`src/rtl/bit_stream_pkg.sv`:
```
// bit_stream_pkg: shared state encoding, period floor and PRBS7 constants for bit_stream_tx.
package bit_stream_pkg;
  typedef enum logic [1:0] {IDLE, PREAMBLE, DATA} state_t;
  localparam int MIN_PERIOD = 2;
  localparam logic [6:0] PRBS7_TAPS = 7'b1100000;
  localparam logic [6:0] PRBS7_SEED = 7'h7F;
  function automatic logic [6:0] prbs7_next(input logic [6:0] s);
    return {s[5:0], ^(s & PRBS7_TAPS)};
  endfunction
endpackage

```
`src/rtl/bit_stream_tx_bit_timer.sv`:
```
// bit_timer: free-running 0..period-1 bit timer with restart; strobe marks the first cycle, last the final one.
module bit_timer #(
  parameter int PERIOD_W = 16
) (
  input  logic                clk,
  input  logic                rst,
  input  logic                load,
  input  logic [PERIOD_W-1:0] period,
  output logic                strobe,
  output logic                last
);
  logic [PERIOD_W-1:0] count;
  assign strobe = count == '0;
  assign last = count == period - 1'b1;
  always_ff @(posedge clk)
    count <= (rst || load || last) ? '0 : count + 1'b1;
endmodule

```
`src/rtl/bit_stream_tx.sv`:
```
// bit_stream_tx: NRZ serializer with alternating preamble and programmable bit period; PRBS_IDLE_EN fills IDLE with PRBS7.
module bit_stream_tx
  import bit_stream_pkg::*;
#(
  parameter int DATA_W   = 8,
  parameter int PERIOD_W = 16,
  parameter int PRE_LEN  = 8
) (
  input  logic                clk,
  input  logic                rst,
  input  logic [PERIOD_W-1:0] bit_period,
  input  logic [DATA_W-1:0]   in_data,
  input  logic                in_valid,
  output logic                in_ready,
  output logic                tx_out,
  output logic                bit_strobe,
  output logic                tx_busy
);
  localparam int CNT_W = $clog2(PRE_LEN > DATA_W ? PRE_LEN : DATA_W);
  localparam logic [PERIOD_W-1:0] P_MIN = PERIOD_W'(MIN_PERIOD);
  state_t state, state_nx;
  logic [DATA_W-1:0] sr;
  logic [CNT_W-1:0] cnt;
  logic [PERIOD_W-1:0] p_reg, p_in;
  logic t_strobe, t_last, pre_end, data_end, accept, idle_bit, idle_run;
  assign p_in = bit_period < P_MIN ? P_MIN : bit_period;
  assign pre_end = cnt == CNT_W'(PRE_LEN - 1);
  assign data_end = cnt == CNT_W'(DATA_W - 1);
  assign tx_busy = state != IDLE;
  assign in_ready = !rst && (state == IDLE || (state == DATA && t_last && data_end));
  assign accept = in_valid && in_ready;
  assign bit_strobe = t_strobe && (tx_busy || idle_run);
  bit_timer #(.PERIOD_W(PERIOD_W)) u_timer (
    .clk(clk),
    .rst(rst),
    .load(accept && state == IDLE),
    .period(p_reg),
    .strobe(t_strobe),
    .last(t_last)
  );
  always_ff @(posedge clk)
    state <= rst ? IDLE : state_nx;
  always_comb begin
    state_nx = state;
    state_nx = (state == IDLE) ? (accept ? PREAMBLE : IDLE)
      : (state == PREAMBLE) ? ((t_last && pre_end) ? DATA : PREAMBLE)
      : (state == DATA) ? ((t_last && data_end && !accept) ? IDLE : DATA)
      : IDLE;
  end
  // A word accepted from DATA skips the preamble, so its MSB goes straight out.
  always_ff @(posedge clk)
    if (rst) begin
      cnt <= '0;
      sr <= '0;
      p_reg <= P_MIN;
      tx_out <= 1'b0;
    end else if (accept) begin
      cnt <= '0;
      sr <= (state == IDLE) ? in_data : {in_data[DATA_W-2:0], 1'b0};
      tx_out <= (state == IDLE) ? 1'b1 : in_data[DATA_W-1];
      p_reg <= p_in;
    end else if (t_last) begin
      cnt <= ((state == PREAMBLE) ? pre_end : (state != DATA || data_end)) ? '0 : cnt + 1'b1;
      sr <= (state == PREAMBLE && !pre_end) ? sr : sr << 1;
      tx_out <= (state == PREAMBLE) ? (pre_end ? sr[DATA_W-1] : ~tx_out)
        : (state == DATA && !data_end) ? sr[DATA_W-1] : idle_bit;
    end
`ifdef PRBS_IDLE_EN
  logic [6:0] lfsr;
  // The LFSR only steps when an idle bit is emitted, so it stays frozen across frames.
  always_ff @(posedge clk)
    if (rst) begin
      lfsr <= PRBS7_SEED;
      idle_run <= 1'b0;
    end else if (t_last && !accept && (state == IDLE || (state == DATA && data_end))) begin
      lfsr <= prbs7_next(lfsr);
      idle_run <= 1'b1;
    end
  assign idle_bit = lfsr[6];
`else
  assign idle_bit = 1'b0;
  assign idle_run = 1'b0;
`endif
endmodule

```
`config.mk`:
```
export PLATFORM = sky130hd
export DESIGN_NAME = bit_stream_tx
export DESIGN_NICKNAME = d
export VERILOG_FILES = /design/src/rtl/bit_stream_pkg.sv /design/src/rtl/bit_stream_tx_bit_timer.sv /design/src/rtl/bit_stream_tx.sv
export SDC_FILE = /design/constraint.sdc
export NUM_CORES = 1
export LEC_CHECK = 0
export ABC_AREA = 1
export CAP_MARGIN = 5
export CORE_ASPECT_RATIO = 1.1
export CORE_MARGIN = 8
export CORE_UTILIZATION = 60
export DETAILED_ROUTE_END_ITERATION = 6
export PLACE_DENSITY = 0.81
export SLEW_MARGIN = 10
export SYNTH_ARGS = -nofsm -noshare
export SYNTH_HDL_FRONTEND = slang
export SYNTH_SLANG_ARGS = --single-unit
```
`constraint.sdc`:
```
create_clock -name clk -period 4.1 [get_ports clk]
set_input_delay 0.82 -clock clk [delete_from_list [all_inputs] [get_ports clk]]
set_output_delay 0.82 -clock clk [all_outputs]
set_load 0.01 [all_outputs]
```
==> results of run 1 <==
how the worst min path moves through the flow:
stage	start	end	slack [ns]	depth (start not counted)
after floorplan	u_timer.count[0]$_SDFF_PP0_	u_timer.count[0]$_SDFF_PP0_	0.45	1
after global placement	sr[5]$_SDFFE_PP0P_	sr[5]$_SDFFE_PP0P_	0.47	2
after detailed placement	sr[3]$_SDFFE_PP0P_	sr[3]$_SDFFE_PP0P_	0.48	2
after CTS	sr[3]$_SDFFE_PP0P_	sr[3]$_SDFFE_PP0P_	0.49	2
after global routing	sr[4]$_SDFFE_PP0P_	sr[4]$_SDFFE_PP0P_	0.52	2
final	sr[5]$_SDFFE_PP0P_	sr[5]$_SDFFE_PP0P_	0.49	2
cells in the final DEF, fill, tap and decap left out, types with 6 or more instances in the layout:
cell type,synthesis,final
nand4_1,14,14
nand2_1,127,127
dfxtp_1,46,46
o21ai_0,20,20
nand3_1,37,37
xor2_1,14,14
clkdlybuf4s50_1,0,30
inv_1,51,51
a21oi_1,19,19
nor3_1,9,9
clkbuf_8,0,6
nor2_2,6,6
nor2_1,48,48
metal layers:
layer,track usage,up-vias
li1,-,1445
met1,0.2102,1255
met2,0.3547,63
met3,0.04236,17
met4,0.08943,0
met5,0,-
kinds of logic (layout without fill, tap and decap cells):
family                   count (synthesis)  in the layout  share of synthesized area
flip-flops                              46             46                     0.3321
adder cells (fa/ha/maj)                  5              5                    0.02256
XOR/XNOR                                17             17                    0.05370
AND/OR/NAND/NOR                        257            257                     0.4152
buffers and inverters                   62             94                    0.09205
AO/OA/AOI/OAI                           46             46                    0.08439
critical path, stage by stage (launching register included):
cell and delay, ns:
dfxtp_1 0.37, inv_2 0.09, ha_1 0.32, nand2_1 0.07, inv_1 0.03, nor2_1 0.08
nand2_1 0.06, nor2_1 0.12, nand3_1 0.08, nor2_1 0.11, nand2_1 0.07, nor2_2 0.13
nand3_2 0.15, a21boi_0 0.19, clkdlybuf4s50_1 0.57
through the flow:
step | utilization | hold WS (ns) | worst slack [ns]
after floorplan | - | 0.4527 | 1.512
after global placement | 0.6810 | 0.4703 | 0.9094
after detailed placement | 0.6810 | 0.4766 | 0.8978
after CTS | 0.7011 | 0.4887 | 0.5469
after global routing | 0.7011 | 0.5199 | 0.2511
final | 0.7011 | 0.4862 | 0.5441
cell type report:
type,instances,share of cell area
Tap cell,56,0.02194
Clock buffer,7,0.02704
Timing Repair Buffer,31,0.09639
Multi-Input combinational cell,325,0.5000
Clock inverter,1,0.001567
Sequential cell,46,0.2884
Inverter,55,0.06466
where the power goes:
group	switching (mW)	internal [mW]	total (mW)
registers	0.0220	0.469	0.491
logic	0.122	0.0852	0.207
clock network	0.151	0.136	0.287
==> results.cfg, run 1 <==
[status]
status = completed

[routing]
vias = 2780
drtIter0Drc = 158
top_layer = met4
routed_wirelength_um = 6480
wl_per_cell_um = 12.44
firstDrtPassIters = 4
remaining_drc_errors = 0
met1_length_um = 2823
wl_met3_um = 289
vias_per_cell = 5.336
wl_met2_um = 3231
antenna_left = 0

[sta]
setup_viol = 0
clock.fmax_mhz = 281.2
fin_crit_sh = 0.8673
rsz0062_at_grt = no
tns_ns = 0
slew_viol_final = 0
fin_skew_ns = 0.002567
finalHoldViolCount = 0
min_period_ns = 3.556
relSlewSlack = 0.5552
tightest_slew_ns = 0.6654

[placement]
gp_congestion = 0.9038
dp.cells = 513
io_buffer_count = 30
place_hpwl_um = 5027
placed_area_um2 = 3102

[worst_setup_path]
required_ns = 3.28
rrSetupSlack_ns = 1.32
cp_max_fo = 8
r2r_cells = 16
criticalPathCategory = reg -> out
startpoint_type = register
r2r-end = p_reg[5]$_SDFFE_PP0N_
crit_path_end = in_ready
critPathArrivalTime_ns = 2.74
critPathCaptureType = output pin
setup.worst_path.start = p_reg[0]$_SDFFE_PP0N_
r2r_start = p_reg[0]$_SDFFE_PP0N_

[synthesis]
syn_area_um2 = 2773
synth_area_leaders = dfxtp_1 33%, nand2_1 17%, inv_1 6.9%, nand3_1 6.7%, nor2_1 6.5%
netlist_top_cells_count = 127 x nand2_1, 51 x inv_1, 48 x nor2_1, 46 x dfxtp_1, 37 x nand3_1
syn_nets = 465
synth_enable_flop_cells = 0
synth_flop_cell = dfxtp_1
yosysMostFrequentCell = nand2_1
yosysTopAreaCellShare = 0.3321
ys_ff_latch = 46
synth_area_per_cell_um2 = 6.403
synthArstFlopShare = 0
synth_top_area_cell = dfxtp_1
postSynthCellCount = 433
ys_seq_area_frac = 0.3321
synth_cell_types = 32
yosysWarnings = 0

[clocking]
h-tree-depth = 2
postCtsSetupBuffers = 0
clk_pin_slew_worst_paths_ns = 0.08
ctsResizeCount = 0
cts_tree = built
clkSinkCount = 46
clockRootBuffer = clkbuf_8
worstSkewPairLatency_ns = 0.30
cts_hold_buf = 0
cts_buffers = 5
cts.path.max_buffers = 2

[layout]
seqCellArea_um2 = 920.9
multi_input_area_um2 = 1597
area_growth_pct = 15.16
design_area_um2 = 3193
antennaDiodeCount = 0
nNetsFinal = 496
drive_above_1_share = 0.05161
fill_cells = 412
instances_no_fill = 521

[grt]
track_usage = 0.1966
grt_pass1_vias = 2766
grt_overflow_total = 0
grt_max_degree = 28
antenna_found_initial = 0
grt_pass1_wl_um = 11280

[floorplan]
die_area_um2 = 7055
core_um2 = 4554
die_w_um = 80.82
ios = 31
die_h_um = 87.30
rows = 26
start_util = 0.6088

[power_and_ir_drop]
total_power_uw = 985.0
leakage_nw = 1.405
ir_drop_mv = 0.1542
power.density_nw_per_um2 = 308.5

[flow_run]
drv_cap = 0

[min_path]
min_path_type = reg -> reg
No activity file was read; power rests on OpenSTA's default activity.
==> inputs of run 2 (changes only) <==
- CORE_UTILIZATION: 60 -> 35
- PLACE_DENSITY: 0.81 -> 0.51
==> run 2 against run 1 <==
  * Register-to-register slack improved by 0.02 ns
  * Die area grew 56%
  * First-iteration DRC count down 40%
  * Sequential share of layout area fell by 0.61 points
  * Count of clock-buffer cells in the layout fell by 1
  * Clock skew rose by 0.0011 ns
  * Design area rose by 2.2%
==> results.cfg, run 2 (synthesized netlist as in run 1, its figures left out) <==
[min_path]
min_path_type = reg -> reg
hold_depth = 2
holdPathEnd = sr[0]$_SDFFE_PP0P_
hp-start = sr[0]$_SDFFE_PP0P_

[floorplan]
rows = 34
core_um2 = 7785
die_w_um = 100.9
die_area_um2 = 11030
start_util = 0.3562
die_h_um = 109.4
ios = 31

[worst_setup_path]
r2r-end = p_reg[1]$_SDFFE_PP1N_
required_ns = 3.28
cp_max_fo = 8
rrSetupSlack_ns = 1.34
critPathArrivalTime_ns = 2.70
criticalPathCategory = reg -> out
startpoint_type = register
critPathCaptureType = output pin
r2r_start = p_reg[0]$_SDFFE_PP0N_
r2r_cells = 17

[power_and_ir_drop]
share_seq_of_total_power = 0.492
p_int_uw = 690.1
ir_drop_mv = 0.1305
power.density_nw_per_um2 = 305.5
combPwrFrac = 0.210
p_clk_frac = 0.298
power_switching_uw = 306.3
leakage_nw = 1.404
power.share.switching = 0.3075

[sta]
tns_ns = 0
clock.fmax_mhz = 283.8
finalHoldViolCount = 0
fin_crit_sh = 0.8594
min_period_ns = 3.524
tightest_slew_ns = 0.7010
relSlewSlack = 0.5314
fin_skew_ns = 0.003633
setup_viol = 0
slew_viol_final = 0
hold_slack_ns = 0.4865
rsz0062_at_grt = no

[routing]
vias_per_cell = 4.794
routed_wirelength_um = 7149
vias = 2747
wl_per_cell_um = 12.48
remaining_drc_errors = 0
drtIter0Drc = 95
antenna_left = 0
firstDrtPassIters = 4

[clocking]
cts_hold_buf = 0
cts_buffers = 5
postCtsSetupBuffers = 0
cts_tree = built
clkSinkCount = 46
h-tree-depth = 2
ctsResizeCount = 0
clk_pin_slew_worst_paths_ns = 0.09
worstSkewPairLatency_ns = 0.30
cts.path.max_buffers = 2
clockRootBuffer = clkbuf_8

[placement]
dp.cells = 565
gp_congestion = 0.8170
io_buffer_count = 30
place_hpwl_um = 5752

[layout]
final_util = 0.4190
most-common-layout-cells = 127 x nand2_1, 51 x inv_1, 48 x nor2_1, 46 x dfxtp_1, 37 x nand3_1
instances_no_fill = 573
area_growth_pct = 17.64
drive_above_1_share = 0.05376
nNetsFinal = 496
final_common_cell = nand2_1
antennaDiodeCount = 0

[grt]
grt_overflow_total = 0
grt_pass1_vias = 2635
antenna_found_initial = 0
grt_max_degree = 28
track_usage = 0.1363
grt_pass1_wl_um = 12130

[status]
status = completed

[flow_run]
drv_cap = 0
[run 2: cell type report]
cell class | instances | area (um2)
clock inverters | 2 | 12.51
clock buffers | 6 | 82.58
well taps | 108 | 135.1
inverters | 55 | 206.4
multi-input cells | 325 | 1597
fillers | 852 | 4523
repair buffers | 31 | 307.8
flip-flops and latches | 46 | 920.9
[run 2: stage by stage]
stage / worst slack (ns) / instance area, um2 / power, mW
after floorplan: 1.512 / 2773 / 0.6393
after global placement: 0.8909 / 3167 / 0.7098
after detailed placement: 0.8767 / 3167 / 0.7118
after CTS: 0.5491 / 3262 / 1.012
after global routing: 0.3047 / 3262 / 1.062
final: 0.5763 / 3262 / 0.9964
[run 2: per-layer routing]
metal  vias to the layer above  wire (um)  track usage
met1                      1247       3238       0.1556
li1                       1450          -            -
met4                         0         91      0.04000
met5                         -          0            0
met3                         8        242      0.02660
met2                        42       3577       0.2505
[run 2: worst max-delay path by stage]
stage,startpoint,to,cells after the start
3_3_place_gp,rst,in_ready,4
2_1_floorplan,p_reg[0]$_SDFFE_PP0N_,in_ready,13
5_1_grt,p_reg[0]$_SDFFE_PP0N_,in_ready,13
3_5_place_dp,rst,in_ready,4
6_report,p_reg[0]$_SDFFE_PP0N_,in_ready,14
4_1_cts,p_reg[0]$_SDFFE_PP0N_,in_ready,13
[run 2: critical path, stage by stage, from the launching register on]
cell             delay [ns]
dfxtp_1                0.37
inv_2                  0.09
ha_1                   0.31
nand2_1                0.07
inv_1                  0.03
nor2_1                 0.07
nand2_1                0.05
nor2_1                 0.10
nand3_1                0.08
nor2_1                 0.11
nand2_1                0.07
nor2_2                 0.12
nand3_2                0.14
a21boi_0               0.20
clkdlybuf4s50_1        0.57
[run 2: power groups by stage]
stage / clock [mW] / combinational (mW) / sequential (mW)
after detailed placement: 0 / 0.211 / 0.501
final: 0.297 / 0.209 / 0.490
after CTS: 0.309 / 0.212 / 0.491
after floorplan: 0 / 0.144 / 0.496
after global routing: 0.328 / 0.241 / 0.494
after global placement: 0 / 0.209 / 0.501
==> inputs of run 3 (changes only) <==
- CORE_ASPECT_RATIO: 1.1 -> 0.75
==> run 3 against run 2 <==
  * Flip-flop and latch count unchanged
  * Worst hold slack got worse by 0.0017 ns
  * Clock power increased by 8.4%
  * Critical path type unchanged
  * Die area increased by 0.24%
  * Sequential power about the same
  * Largest power group unchanged
  * Register-to-register slack got worse by 0.07 ns
  * Setup slack got worse by 0.0099 ns
  * Design area increased by 0.35%
  * Cell count decreased by 0.52%
==> results.cfg, run 3 (synthesized netlist as in run 1, its figures left out) <==
[sta]
relSlewSlack = 0.4912
finalHoldViolCount = 0
setup_viol = 0
fin_skew_ns = 0.006716
fin_crit_sh = 0.8618
tightest_slew_ns = 0.7562
rsz0062_at_grt = no
min_period_ns = 3.534
tns_ns = 0
slew_viol_final = 0
clock.fmax_mhz = 283.0

[floorplan]
start_util = 0.3565
core_um2 = 7777
ios = 31
rows = 28
die_h_um = 93.08
die_w_um = 118.8
die_area_um2 = 11060

[power_and_ir_drop]
ir_drop_mv = 0.1399
power.density_nw_per_um2 = 312.4
total_power_mw = 1.022
leakage_nw = 1.415

[layout]
antennaDiodeCount = 0
drive_above_1_share = 0.05376
area_growth_pct = 18.05
most-common-layout-cells = 127 x nand2_1, 51 x inv_1, 48 x nor2_1, 46 x dfxtp_1, 37 x nand3_1
final_common_cell = nand2_1
fill_cells = 842
nNetsFinal = 496
instances_no_fill = 570

[worst_setup_path]
required_ns = 3.28
startpoint_type = register
cp_num_buf_inv = 3
cp_max_fo = 8
path_cells = inv_2 -> ha_1 -> nand2_1 -> inv_1 -> nor2_1 -> nand2_1 -> nor2_1 -> nand3_1 -> nor2_1 -> nand2_1 -> nor2_2 -> nand3_2 -> a21boi_0 -> clkdlybuf4s50_1
critPathMaxStageDelay_ns = 0.56
slowest_stage = clkdlybuf4s50_1
critical_path.top_delay_family = simple AND/OR/NAND/NOR gates
critPathCaptureType = output pin
criticalPathCategory = reg -> out
critPathArrivalTime_ns = 2.71

[placement]
dp.cells = 562
gp_congestion = 0.8347
place_hpwl_um = 5655
io_buffer_count = 30

[grt]
grt_pass1_wl_um = 11800
antenna_found_initial = 0
grt_overflow_total = 0
grt_pass1_vias = 2389
grt_max_degree = 28
track_usage = 0.1305

[clocking]
cts_buffers = 5
clk_pin_slew_worst_paths_ns = 0.09
h-tree-depth = 2
cts_tree = built
cts.path.max_buffers = 2
worstSkewPairLatency_ns = 0.30
cts_hold_buf = 0
ctsResizeCount = 0
clockRootBuffer = clkbuf_8
postCtsSetupBuffers = 0
clkSinkCount = 46

[routing]
remaining_drc_errors = 0
vias = 2690
vias_per_cell = 4.719
drtIter0Drc = 147
antenna_left = 0
wl_per_cell_um = 12.46
firstDrtPassIters = 6
routed_wirelength_um = 7100

[min_path]
min_path_type = reg -> reg

[flow_run]
drv_cap = 0

[status]
status = completed
run 3: area by class of cell:
type	instances	area (um2)	share of cell area
multi-input cells	325	1597	0.4878
flip-flops and latches	46	920.9	0.2813
repair buffers	31	307.8	0.09404
inverters	55	206.4	0.06307
well taps	105	131.4	0.04014
clock buffers	8	110.1	0.03364
run 3: power by group:
part	leakage, nW	switching (mW)	internal, mW
registers	0.376	0.0211	0.469
clock network	0.0575	0.152	0.170
logic	0.981	0.125	0.0853
run 3: through the flow:
| stage | instance area (um2) | utilization | setup slack (ns) | hold slack (ns) |
|---|---|---|---|---|
| after floorplan | 2773 | - | 1.512 | 0.4527 |
| final | 3273 | 0.4208 | 0.5665 | 0.4849 |
| after global routing | 3273 | 0.4208 | 0.2244 | 0.5111 |
| after global placement | 3163 | 0.4067 | 0.8790 | 0.4726 |
| after detailed placement | 3163 | 0.4067 | 0.8896 | 0.4748 |
| after CTS | 3273 | 0.4208 | 0.5206 | 0.4874 |
run 3: per-layer routing:
metal	global-route usage	up-vias	part of all wire
met1	0.2048	1196	0.59
met2	0.1708	36	0.37
met5	0	-	0
met4	0.02833	0	0.0072
li1	-	1451	-
met3	0.02950	7	0.031
run 3: worst min-delay path, delay by kind of cell (launching register included):
kind             cells  cell delay [ns]
flip-flops           1             0.31
AND/OR/NAND/NOR      1             0.07
AO/OA/AOI/OAI        1             0.06
run 3: path summary, 6_finish.rpt:
| check | cells after the start | endpoint | from | slack [ns] |
|---|---|---|---|---|
| worst max-delay path | 14 | in_ready | p_reg[0]$_SDFFE_PP0N_ | 0.57 |
| worst min-delay path | 2 | sr[2]$_SDFFE_PP0P_ | sr[2]$_SDFFE_PP0P_ | 0.48 |
| worst max register to register | 16 | p_reg[4]$_SDFFE_PP0N_ | p_reg[0]$_SDFFE_PP0N_ | 1.27 |
| worst min register to register | 2 | sr[2]$_SDFFE_PP0P_ | sr[2]$_SDFFE_PP0P_ | 0.48 |
